$ cat config.mk
export PLATFORM = sky130hd
export DESIGN_NAME = mem_filter_pkt_assembler_flat
export DESIGN_NICKNAME = d
export VERILOG_FILES = /design/src/rtl/mem_filter_pkt_assembler_pkg.sv /design/src/rtl/mem_filter_pkt_assembler_if.sv /design/src/rtl/mem_filter_pkt_assembler_timer.sv /design/src/rtl/mem_filter_pkt_assembler.sv /design/src/flat_wrapper.sv
export SDC_FILE = /design/constraint.sdc
export NUM_CORES = 1
export LEC_CHECK = 0
export CORE_MARGIN = 10
export CORE_UTILIZATION = 50
export CTS_CLUSTER_DIAMETER = 200
export DETAILED_ROUTE_END_ITERATION = 8
export GPL_ROUTABILITY_DRIVEN = 0
export GPL_TIMING_DRIVEN = 0
export MAX_ROUTING_LAYER = met4
export PLACE_DENSITY = 0.77
export SYNTH_ARGS = -nofsm -noshare
export SYNTH_HDL_FRONTEND = slang
export SYNTH_HIERARCHICAL = 1
export SYNTH_SLANG_ARGS = --single-unit
$ cat constraint.sdc
create_clock -name clk -period 4 [get_ports clk]
set_input_delay 0.8 -clock clk [delete_from_list [all_inputs] [get_ports clk]]
set_output_delay 0.8 -clock clk [all_outputs]
set_load 0.03 [all_outputs]
$ cat src/rtl/mem_filter_pkt_assembler_pkg.sv
// Shared definitions for the filter-memory packet assembler: field widths,
// NoC packet field offsets, the assembler state type and the packet packer.
package mem_pkt_pkg;

   localparam int WIDTH_DATA     = 8;
   localparam int WIDTH_ADDR     = 12;
   localparam int WIDTH_DEST     = 4;
   localparam int WIDTH_DATATYPE = 2;
   localparam int LANES          = 4;
   localparam int WIDTH_COUNT    = 3;
   localparam int WIDTH_LANES    = LANES * WIDTH_DATA;
   localparam int WIDTH_PKT      = 64;

   // Idle cycles in COLLECT before a partial packet is pushed out
   // (only used when the timeout feature is built in).
   localparam int TIMEOUT        = 16;

   // Packet field positions (LSB of each field); bits [42:32] are reserved zero.
   localparam int PKT_DEST_LSB   = 60;
   localparam int PKT_TYPE_LSB   = 58;
   localparam int PKT_ADDR_LSB   = 46;
   localparam int PKT_COUNT_LSB  = 43;
   localparam int PKT_LANES_LSB  = 0;

   typedef enum logic [1:0] {
      IDLE    = 2'd0,
      COLLECT = 2'd1,
      SEND    = 2'd2
   } state_t;

   // Builds a NoC packet from its header fields and the lane payload.
   function automatic logic [WIDTH_PKT-1:0] pack_pkt(
      input logic [WIDTH_DEST-1:0]     dest,
      input logic [WIDTH_DATATYPE-1:0] ptype,
      input logic [WIDTH_ADDR-1:0]     addr,
      input logic [WIDTH_COUNT-1:0]    count,
      input logic [WIDTH_LANES-1:0]    lanes
   );
      logic [WIDTH_PKT-1:0] p;
      p = '0;
      p[PKT_DEST_LSB  +: WIDTH_DEST]     = dest;
      p[PKT_TYPE_LSB  +: WIDTH_DATATYPE] = ptype;
      p[PKT_ADDR_LSB  +: WIDTH_ADDR]     = addr;
      p[PKT_COUNT_LSB +: WIDTH_COUNT]    = count;
      p[PKT_LANES_LSB +: WIDTH_LANES]    = lanes;
      return p;
   endfunction

endpackage

$ cat src/rtl/mem_filter_pkt_assembler_if.sv
// Word-in / packet-out bus of the packet assembler. The master side is the
// environment (filter memory upstream, router downstream); the slave side is
// the assembler itself.
interface mem_filter_pkt_assembler_if;
   import mem_pkt_pkg::*;

   logic                      in_valid;
   logic                      in_ready;
   logic [WIDTH_ADDR-1:0]     in_addr;
   logic [WIDTH_DATA-1:0]     in_data;
   logic [WIDTH_DEST-1:0]     in_dest;
   logic [WIDTH_DATATYPE-1:0] in_datatype;
   logic                      flush;
   logic                      pkt_valid;
   logic                      pkt_ready;
   logic [WIDTH_PKT-1:0]      pkt;
   logic                      busy;

   modport master (
      output in_valid, in_addr, in_data, in_dest, in_datatype, flush, pkt_ready,
      input  in_ready, pkt_valid, pkt, busy
   );

   modport slave (
      input  in_valid, in_addr, in_data, in_dest, in_datatype, flush, pkt_ready,
      output in_ready, pkt_valid, pkt, busy
   );

endinterface

$ cat src/rtl/mem_filter_pkt_assembler_timer.sv
// Idle counter for the packet assembler. Counts consecutive enabled cycles
// since the last clear and flags expiry on the TIMEOUT-th such cycle.
// Only compiled when MEM_PKT_TIMEOUT_EN is defined.
`ifdef MEM_PKT_TIMEOUT_EN
module mem_pkt_timer
   import mem_pkt_pkg::*;
#(
   parameter int LIMIT = TIMEOUT
) (
   input  logic clk,
   input  logic rst_n,
   input  logic clear,
   input  logic enable,
   output logic expired
);

   localparam int CW = (LIMIT < 2) ? 1 : $clog2(LIMIT);

   logic [CW-1:0] cnt_q;
   logic          at_limit;

   assign at_limit = (cnt_q == CW'(LIMIT - 1));
   assign expired  = enable & at_limit;

   // Count idle cycles, holding at the limit until the owner clears us
   always_ff @(posedge clk or negedge rst_n) begin
      if (!rst_n) begin
         cnt_q <= '0;
      end else if (clear) begin
         cnt_q <= '0;
      end else if (enable && !at_limit) begin
         cnt_q <= cnt_q + CW'(1);
      end
   end

endmodule
`endif

$ cat src/rtl/mem_filter_pkt_assembler.sv
// Packs up to four address-consecutive filter bytes sharing one destination
// and type into a single 64-bit NoC packet. A partial packet leaves when a
// non-consecutive word arrives, on flush, or (with MEM_PKT_TIMEOUT_EN defined)
// after TIMEOUT idle cycles in COLLECT.
module mem_filter_pkt_assembler (
   input logic                      clk,
   input logic                      rst_n,
   mem_filter_pkt_assembler_if.slave bus
);
   import mem_pkt_pkg::*;

   state_t                    state_q, state_d;
   logic [WIDTH_ADDR-1:0]     base_addr_q;
   logic [WIDTH_DEST-1:0]     dest_q;
   logic [WIDTH_DATATYPE-1:0] type_q;
   logic [WIDTH_COUNT-1:0]    count_q, count_d;
   logic [WIDTH_LANES-1:0]    lanes_q, lanes_d;
   logic [WIDTH_PKT-1:0]      pkt_q, pkt_d;
   logic                      load_hdr;
   logic                      in_ready;
   logic                      match;
   logic                      accept;
   logic                      timeout_hit;
   logic [WIDTH_ADDR:0]       next_addr;

   // One extra address bit means base+count past 0xFFF can never equal a
   // 12-bit input address, so packets never wrap around the address space.
   assign next_addr = {1'b0, base_addr_q} + {{(WIDTH_ADDR + 1 - WIDTH_COUNT){1'b0}}, count_q};
   assign match     = (next_addr == {1'b0, bus.in_addr})
                   && (bus.in_dest == dest_q)
                   && (bus.in_datatype == type_q);
   assign accept    = bus.in_valid & in_ready;

`ifdef MEM_PKT_TIMEOUT_EN
   logic timer_clear;
   logic timer_enable;

   assign timer_enable = (state_q == COLLECT);
   assign timer_clear  = accept | (state_q != COLLECT);

   mem_pkt_timer #(.LIMIT(TIMEOUT)) u_timer (
      .clk     (clk),
      .rst_n   (rst_n),
      .clear   (timer_clear),
      .enable  (timer_enable),
      .expired (timeout_hit)
   );
`else
   assign timeout_hit = 1'b0;
`endif

   // Next-state, lane update and packet build; in_ready is decoded here too
   always_comb begin
      state_d  = state_q;
      count_d  = count_q;
      lanes_d  = lanes_q;
      pkt_d    = pkt_q;
      in_ready = 1'b0;
      load_hdr = 1'b0;
      case (state_q)
         IDLE: begin
            in_ready = 1'b1;
            if (bus.in_valid) begin
               load_hdr = 1'b1;
               lanes_d  = {{(WIDTH_LANES - WIDTH_DATA){1'b0}}, bus.in_data};
               count_d  = WIDTH_COUNT'(1);
               state_d  = COLLECT;
            end
         end
         COLLECT: begin
            in_ready = match & ~bus.flush;
            if (bus.flush) begin
               state_d = SEND;
               pkt_d   = pack_pkt(dest_q, type_q, base_addr_q, count_q, lanes_q);
            end else if (bus.in_valid && match) begin
               for (int i = 0; i < LANES; i++) begin
                  if (count_q[1:0] == i[1:0]) begin
                     lanes_d[i*WIDTH_DATA +: WIDTH_DATA] = bus.in_data;
                  end
               end
               count_d = count_q + WIDTH_COUNT'(1);
               if (count_q == WIDTH_COUNT'(LANES - 1)) begin
                  state_d = SEND;
                  pkt_d   = pack_pkt(dest_q, type_q, base_addr_q, count_d, lanes_d);
               end
            end else if (bus.in_valid || timeout_hit) begin
               state_d = SEND;
               pkt_d   = pack_pkt(dest_q, type_q, base_addr_q, count_q, lanes_q);
            end
         end
         SEND: begin
            if (bus.pkt_ready) begin
               state_d = IDLE;
               count_d = '0;
               lanes_d = '0;
               pkt_d   = '0;
            end
         end
         default: begin
            state_d = IDLE;
            count_d = '0;
            lanes_d = '0;
            pkt_d   = '0;
         end
      endcase
   end

   // State, lane and packet registers
   always_ff @(posedge clk or negedge rst_n) begin
      if (!rst_n) begin
         state_q <= IDLE;
         count_q <= '0;
         lanes_q <= '0;
         pkt_q   <= '0;
      end else begin
         state_q <= state_d;
         count_q <= count_d;
         lanes_q <= lanes_d;
         pkt_q   <= pkt_d;
      end
   end

   // Header of the packet under construction, captured on the first word
   always_ff @(posedge clk or negedge rst_n) begin
      if (!rst_n) begin
         base_addr_q <= '0;
         dest_q      <= '0;
         type_q      <= '0;
      end else if (load_hdr) begin
         base_addr_q <= bus.in_addr;
         dest_q      <= bus.in_dest;
         type_q      <= bus.in_datatype;
      end
   end

   assign bus.in_ready  = in_ready;
   assign bus.pkt_valid = (state_q == SEND);
   assign bus.pkt       = pkt_q;
   assign bus.busy      = (state_q != IDLE);

endmodule
$ cat src/flat_wrapper.sv
// flat-port wrapper written by rule: the top's interface ports become plain ports
module mem_filter_pkt_assembler_flat import mem_pkt_pkg::*;
  (clk, rst_n, bus_in_valid, bus_in_addr, bus_in_data, bus_in_dest, bus_in_datatype, bus_flush, bus_pkt_ready, bus_in_ready, bus_pkt_valid, bus_pkt, bus_busy);
  mem_filter_pkt_assembler_if bus_i ();
  input logic clk;
  input logic rst_n;
  input wire logic [$bits(bus_i.in_valid)-1:0] bus_in_valid;
  input wire logic [$bits(bus_i.in_addr)-1:0] bus_in_addr;
  input wire logic [$bits(bus_i.in_data)-1:0] bus_in_data;
  input wire logic [$bits(bus_i.in_dest)-1:0] bus_in_dest;
  input wire logic [$bits(bus_i.in_datatype)-1:0] bus_in_datatype;
  input wire logic [$bits(bus_i.flush)-1:0] bus_flush;
  input wire logic [$bits(bus_i.pkt_ready)-1:0] bus_pkt_ready;
  output wire logic [$bits(bus_i.in_ready)-1:0] bus_in_ready;
  output wire logic [$bits(bus_i.pkt_valid)-1:0] bus_pkt_valid;
  output wire logic [$bits(bus_i.pkt)-1:0] bus_pkt;
  output wire logic [$bits(bus_i.busy)-1:0] bus_busy;
  assign bus_i.in_valid = bus_in_valid;
  assign bus_i.in_addr = bus_in_addr;
  assign bus_i.in_data = bus_in_data;
  assign bus_i.in_dest = bus_in_dest;
  assign bus_i.in_datatype = bus_in_datatype;
  assign bus_i.flush = bus_flush;
  assign bus_i.pkt_ready = bus_pkt_ready;
  assign bus_in_ready = bus_i.in_ready;
  assign bus_pkt_valid = bus_i.pkt_valid;
  assign bus_pkt = bus_i.pkt;
  assign bus_busy = bus_i.busy;
  mem_filter_pkt_assembler u_core (.clk(clk), .rst_n(rst_n), .bus(bus_i));
endmodule
==> impl_metrics.ini, run 1 <==
[run_status]
status = complete, no violations

[logic_synthesis]
yosysUniqueCellTypes = 55
synthArstFlopShare_pct = 100
synthTopCellsByArea = dfrtp_1 (49%), mux2i_1 (7.6%), o2bb2ai_1 (5.6%)
netlist.top_cell.by_area = dfrtp_1
synth-seq-area-share_pct = 49.1
synth_cells = 463
synth_edf_count = 0
synth_seq_cells = 108
avgSynthCellArea_um2 = 11.9
synth_top_flop_cell = dfrtp_1
netlist_area_mm2 = 0.00551
synth_top_area_share_pct = 49.1
synth_warnings = 6

[routing]
drt_iter0_markers = 271
postRouteAntennaNets = 0
drt_pass1_iterations = 5
wl_mm = 13.9
dr_wl_met2_mm = 6.89
routed-wl-met3_um = 885
drc = 0
via_per_inst = 5.84
drt-wirelength-per-cell_um = 19.5
num_vias = 4167
routed.top_layer = met4
met1Wirelength_mm = 5.98

[sta]
finalSetupViolCount = 0
slew_headroom_pct = 45.5
worst_slack_ps = 24.1
period_minus_slack_ps = 3980
fin_crit_sh_pct = 99.4
hold_viol_final = 0
rsz0062_at_grt = true
drv_slew = 0
max_freq_mhz = 252
worst_slew_pin_slew_ps = 817
skew_ps = 8.97

[floorplanning]
dieHeight_um = 125
ios = 98
fp.dieW_um = 125
die_area_mm2 = 0.0156
fp.coreArea_mm2 = 0.0108
row_count = 38
start_util_pct = 51.0

[grt]
grt.total_usage_pct = 17.9
antenna_found_initial = 0
grt.overflow.total = 0
grt_start_max_net_pins = 61
grt_pass1_vias = 4287
grt_pass1_wl_mm = 22.7

[final_layout]
drive_above_1_share_pct = 14.1
final-seq-area_mm2 = 0.00270
fin_nets = 610
post-route-util_pct = 63.4
layout_common_cells = dfrtp_1 (107), clkdlybuf4s50_1 (79), mux2i_1 (42)
multiInputGateArea_mm2 = 0.00260
fillers = 885
area_growth_pct = 24.2
stdcell_area_mm2 = 0.00684
n_antenna_cell = 0
layout_commonest_cell = dfrtp_1

[placed_design]
hpwl_mm = 10.2
port_buffers = 81
placed_area_mm2 = 0.00656
place_ws_ps = -643

[pwr]
cellLeakagePower_nw = 3.19
finalPower_mw = 4.44
power_density_mw_per_mm2 = 649
vdd_drop_max_v = 0.000402

[worst_setup_path]
criticalPathCategory = flop to output pin
required_ps = 3200
r2r-start = u_core/count_q[0]$_DFFE_PN0P_
cp.arrival_ps = 3180
reg2reg_slack_ps = 150
r2r-end = u_core/bus.pkt[58]$_DFFE_PN0P_
worstPathMaxFanout = 2
end_kind = output pin
cp-start-kind = flop
ff2ff_path_depth = 11

[clocking]
clk_latency_ps = 370
root_buffer = clkbuf_8
numCtsBuffers = 9
cts_sinks = 108
clk_pin_slew_ps = 100
cts_tree = built
htreeDepth = 3
cts_buffer_depth = 2

[job]
drv_cap = 0

[hold_path]
hold_class = input port to asynchronous set/reset pin
[worst max-delay path by stage]
stage,cells past startpoint,from,end,slack [ps]
2_1_floorplan,9,u_core/count_q[0]$_DFFE_PN0P_,bus_in_ready,90
3_3_place_gp,1,rst_n,u_core/bus.pkt[16]$_DFFE_PN0P_,-1830
3_5_place_dp,9,bus_in_addr[4],bus_in_ready,-640
4_1_cts,10,u_core/count_q[0]$_DFFE_PN0P_,bus_in_ready,-200
5_1_grt,9,u_core/count_q[0]$_DFFE_PN0P_,bus_in_ready,-60
6_report,9,u_core/count_q[0]$_DFFE_PN0P_,bus_in_ready,20
[cell usage after synthesis, drive strengths merged (7+ instances only)]
cell type / number
a21bo: 18
a21oi: 13
a32o: 24
and2: 8
buf: 33
clkbuf: 14
dfrtp: 108
ha: 8
inv: 7
mux2: 19
mux2i: 42
nand2: 15
nand4: 18
nor2: 8
o2bb2ai: 35
xnor2: 8
xor2: 11
[final cells by class]
class	count	share of cell area, %
plain buffers	46	3.79
clock buffers	12	2.27
clock inverters	3	0.677
inverters	7	0.384
multi-input cells	311	38.0
flip-flops and latches	108	39.5
well taps	140	2.56
repair buffers	87	12.8
[worst max-delay path, cell delays in order (launching register included)]
cell and delay (ps):
dfrtp_2 450, ha_4 170, fa_2 340, a21o_1 190, and3_1 150, or4b_1 520, or4_4 450, o31ai_4 200
nor2b_4 190, buf_6 140
[flip-flops by register name, indices dropped and copies added (netlist names)]
name                cells
u_core/bus.pkt         53
u_core/lanes_q         32
u_core/base_addr_q     12
u_core/dest_q           4
u_core/count_q          3
u_core/state_q          2
u_core/type_q           2
[logic make-up (layout without fill, tap and decap cells)]
| family | Yosys count | after routing | synth area share [%] |
|---|---|---|---|
| mux | 61 | 61 | 11.5 |
| xor+xnor | 19 | 19 | 3.02 |
| simple gates | 85 | 85 | 9.18 |
| compound gates | 126 | 126 | 19.7 |
| other cells | 1 | 11 | 0.0681 |
| fa+ha+maj | 9 | 9 | 2.18 |
| flops | 108 | 108 | 49.1 |
| buf+inv | 54 | 155 | 5.23 |
[per-layer routing]
| layer | up-vias | global-route usage [%] |
|---|---|---|
| li1 | 1947 | - |
| met1 | 2083 | 22.3 |
| met2 | 123 | 29.1 |
| met3 | 14 | 3.80 |
| met4 | 0 | 4.13 |
| met5 | - | - |
[power by group]
group / internal (mW) / switching (mW)
sequential: 1.37 / 0.262
combinational: 0.908 / 1.22
clock: 0.322 / 0.361
total: 2.60 / 1.84
[per-stage QoR]
step | TNS (ps) | hold slack [ps] | std cells
6_report | 0 | 439 | 714
5_1_grt | -64.7 | 483 | 714
4_1_cts | -196 | 464 | 715
3_5_place_dp | -4600 | 467 | 695
3_3_place_gp | -197710 | 468 | 694
2_1_floorplan | 0 | 466 | 473
[timing repair]
action | in CTS | in global routing
setup buffers | 5 | 0
gates resized for setup | 16 | 5
hold buffers | 0 | 0
setup endpoints to repair | 10 | 59
pin swaps | 5 | 4
Note: power is estimated with default switching activity, not from simulation.
==> inputs of run 2 (changes only) <==
--- a/config.mk
+++ b/config.mk
@@ -5,15 +5,14 @@
 export SDC_FILE = /design/constraint.sdc
 export NUM_CORES = 1
 export LEC_CHECK = 0
-export CORE_MARGIN = 10
+export CORE_MARGIN = 2
 export CORE_UTILIZATION = 50
 export CTS_CLUSTER_DIAMETER = 200
 export DETAILED_ROUTE_END_ITERATION = 8
 export GPL_ROUTABILITY_DRIVEN = 0
 export GPL_TIMING_DRIVEN = 0
 export MAX_ROUTING_LAYER = met4
-export PLACE_DENSITY = 0.77
+export PLACE_DENSITY = 0.78
 export SYNTH_ARGS = -nofsm -noshare
 export SYNTH_HDL_FRONTEND = slang
-export SYNTH_HIERARCHICAL = 1
 export SYNTH_SLANG_ARGS = --single-unit
==> run 2 against run 1 <==
Against the previous run: combinational power shrank 15%; die area fell by 27%; cell area decreased by 3.4%; critical path depth rose by 3; power decreased by 8.2%; wire length is 12% lower; maximum frequency rose by 0.23%; utilization up 0.65 points; setup slack improved by 9.1 ps; critical path type unchanged; highest routed layer unchanged.
==> impl_metrics.ini, run 2 <==
[final_layout]
largest_reg_flops = 53
layout_commonest_cell = dfrtp_1
fin_nets = 568
fin_cells = 669
n_antenna_cell = 0
drive_above_1_share_pct = 18.4
layout_common_cells = dfrtp_1 (107), clkdlybuf4s50_1 (75), o2bb2ai_1 (35)
area_growth_pct = 24.7
stdcell_area_mm2 = 0.00661

[logic_synthesis]
synth-seq-area-share_pct = 51.0
netlist.top_cell.by_area = dfrtp_1
synth_compound_gate_area_share_pct = 19.6
yosysUniqueCellTypes = 59
synth_edf_count = 0
synth_warnings = 0
synth_cells = 424
synth_seq_cells = 108
synthArstFlopShare_pct = 100
synthMuxAreaShare_pct = 9.39
synth_xor_area_share_pct = 3.30
synth_top_area_share_pct = 51.0
synth_common_cells = dfrtp_1 (108), o2bb2ai_1 (35), mux2i_1 (34), a32o_1 (26), a22o_1 (20)
yosysMostFrequentCell = dfrtp_1
netlist_area_mm2 = 0.00530
synthSimpleGateAreaFrac_pct = 9.01
synth_top_family_by_area = compound AO/OA/AOI/OAI gates
synthTopCellsByArea = dfrtp_1 (51%), mux2i_1 (6.4%), o2bb2ai_1 (5.8%)
synth_top_flop_cell = dfrtp_1
synthAdderAreaFrac_pct = 2.26
avgSynthCellArea_um2 = 12.5

[pwr]
power_density_mw_per_mm2 = 616
p_int_mw = 2.43
finalPower_mw = 4.08
cellLeakagePower_nw = 2.73
combPwrFrac_pct = 44.4
vdd_drop_max_v = 0.000364
seq_power_share_pct = 38.2
pwr-share-clk_pct = 17.5
p_sw_mw = 1.65
sw_frac_of_total_pct = 40.5

[sta]
hold_viol_final = 0
fin_crit_sh_pct = 99.2
rsz0062_at_grt = true
slew_headroom_pct = 4.79
worst_slack_ps = 33.2
fin_tns_setup_ps = 0
max_freq_mhz = 252
finalSetupViolCount = 0
worst_slew_pin_slew_ps = 1420
skew_ps = 15.8
drv_slew = 0
period_minus_slack_ps = 3970

[worst_setup_path]
r2r-start = u_core.count_q[0]$_DFFE_PN0P_
ff2ff_path_depth = 12
criticalPathCategory = flop to output pin
critPathLaunch = u_core.count_q[0]$_DFFE_PN0P_
reg2reg_slack_ps = 180
crit_top_cell = nor2_1
slowest_delay_ps = 500
cp.arrival_ps = 3170
end_kind = output pin
cp-start-kind = flop
crit_path_top_delay_cell = or4_4
worstPathCellList = ha_4 -> fa_2 -> a21oi_4 -> or4_4 -> o21a_1 -> o311a_1 -> buf_6 -> nand2b_4 -> nor3_4 -> nor2_1 -> nor2_1 -> buf_4
required_ps = 3200
crit_end = bus_in_ready
r2r-end = u_core.bus.pkt[57]$_DFFE_PN0P_
worstPathMaxFanout = 6

[routing]
postRouteAntennaNets = 0
via_per_inst = 5.79
drt_pass1_iterations = 7
drt-wirelength-per-cell_um = 18.2
wl_mm = 12.2
num_vias = 3874
drc = 0
drt_iter0_markers = 248

[grt]
grt.overflow.total = 0
grt.busiest_layer = met2
grt_start_max_net_pins = 67
grt_pass1_vias = 3823
use_met2_pct = 34.4
grt_use_met3_pct = 4.01
grt.total_usage_pct = 22.7
grt_pass1_wl_mm = 19.7
met1_usage_pct = 32.0
antenna_found_initial = 0

[clocking]
numCtsBuffers = 9
cts_sinks = 108
root_buffer = clkbuf_8
cts_tree = built
htreeDepth = 3
clk_latency_ps = 380
clk_pin_slew_ps = 100
cts_hold_buf = 0
cts_buffer_depth = 2

[run_status]
status = complete, no violations

[hold_path]
hold_class = flop to flop
hold_depth = 1

[floorplanning]
die_area_mm2 = 0.0114
ios = 98
start_util_pct = 51.4
row_count = 37
fp.coreArea_mm2 = 0.0103
dieHeight_um = 107
fp.dieW_um = 107

[placed_design]
placedCellCount = 648
hpwl_mm = 8.77
placed_area_mm2 = 0.00630
port_buffers = 77
place_ws_ps = -949

[job]
drv_cap = 0
==> run 2: changes by cell type after synthesis, sizes merged, moves of 6 or more <==
| cell | delta |
|---|---|
| a22o | +20 |
| a21bo | -18 |
| nand4 | -15 |
| a21oi | -10 |
| a32o | +9 |
| and2 | -8 |
| mux2i | -8 |
| clkbuf | -7 |
| nor3 | +6 |
==> run 2: power groups by stage <==
stage                     registers, mW  clock network, mW  logic [mW]
after detailed placement           1.56                  0        1.73
after CTS                          1.54              0.729        1.76
after floorplan                    1.74                  0       0.973
after global routing               1.58              0.766        1.95
final                              1.55              0.713        1.81
after global placement             1.56                  0        1.69
==> run 2: worst min path at each step <==
| stage | from | to | slack (ps) |
|---|---|---|---|
| CTS | u_core.bus.pkt[5]$_DFFE_PN0P_ | u_core.bus.pkt[5]$_DFFE_PN0P_ | 500 |
| floorplan | u_core.state_q[1]$_DFFE_PN0P_ | u_core.state_q[0]$_DFFE_PN0P_ | 470 |
| finish | u_core.bus.pkt[5]$_DFFE_PN0P_ | u_core.bus.pkt[5]$_DFFE_PN0P_ | 500 |
| global placement | u_core.bus.pkt[13]$_DFFE_PN0P_ | u_core.bus.pkt[13]$_DFFE_PN0P_ | 470 |
| detailed placement | u_core.bus.pkt[16]$_DFFE_PN0P_ | u_core.bus.pkt[16]$_DFFE_PN0P_ | 470 |
| global route | u_core.bus.pkt[29]$_DFFE_PN0P_ | u_core.bus.pkt[29]$_DFFE_PN0P_ | 520 |
==> run 2: metal layers <==
metal,routed length (µm),vias to the layer above,part of all wire [%]
met5,0,-,0
met4,184,0,1.5
met3,513,13,4.2
met2,5730,99,47
met1,5730,1954,47
li1,-,1808,-
==> run 2: metrics by stage <==
step                      utilization [%]  hold slack [ps]
final                                64.0              498
after global routing                 64.0              519
after CTS                            63.5              504
after detailed placement             61.0              473
after global placement               60.9              473
after floorplan                         -              473
==> run 2: final cells by class <==
class	count	area (µm²)
well taps	136	170
clock buffers	9	124
inverters	10	37.5
clock inverters	7	95.1
plain buffers	43	250
fillers	793	3710
repair buffers	83	823
multi-input cells	273	2410
flip-flops and latches	108	2700
==> run 2: repair_timing <==
action	in CTS	in global routing
pin swaps	2	1
setup endpoints to repair	1	1
gates resized for setup	11	5
hold endpoints to repair	0	0
buffers inserted	4	1
==> run 2: kinds of logic (layout without fill, tap and decap cells) <==
kind of cell,count (synthesis),count (layout)
adder cells (fa/ha/maj),9,9
flip-flops,108,108
AND/OR/NAND/NOR,66,66
other,1,11
XOR/XNOR,20,20
buffers and inverters,53,152
AO/OA/AOI/OAI,119,119
multiplexers,48,48
==> run 2: worst max-delay path, delay by kind of cell (launching register included) <==
kind                     cells  cell delay (ps)
flip-flops                   1              430
buffers and inverters        2              330
adder cells (fa/ha/maj)      2              440
AND/OR/NAND/NOR              5             1020
AO/OA/AOI/OAI                3              590
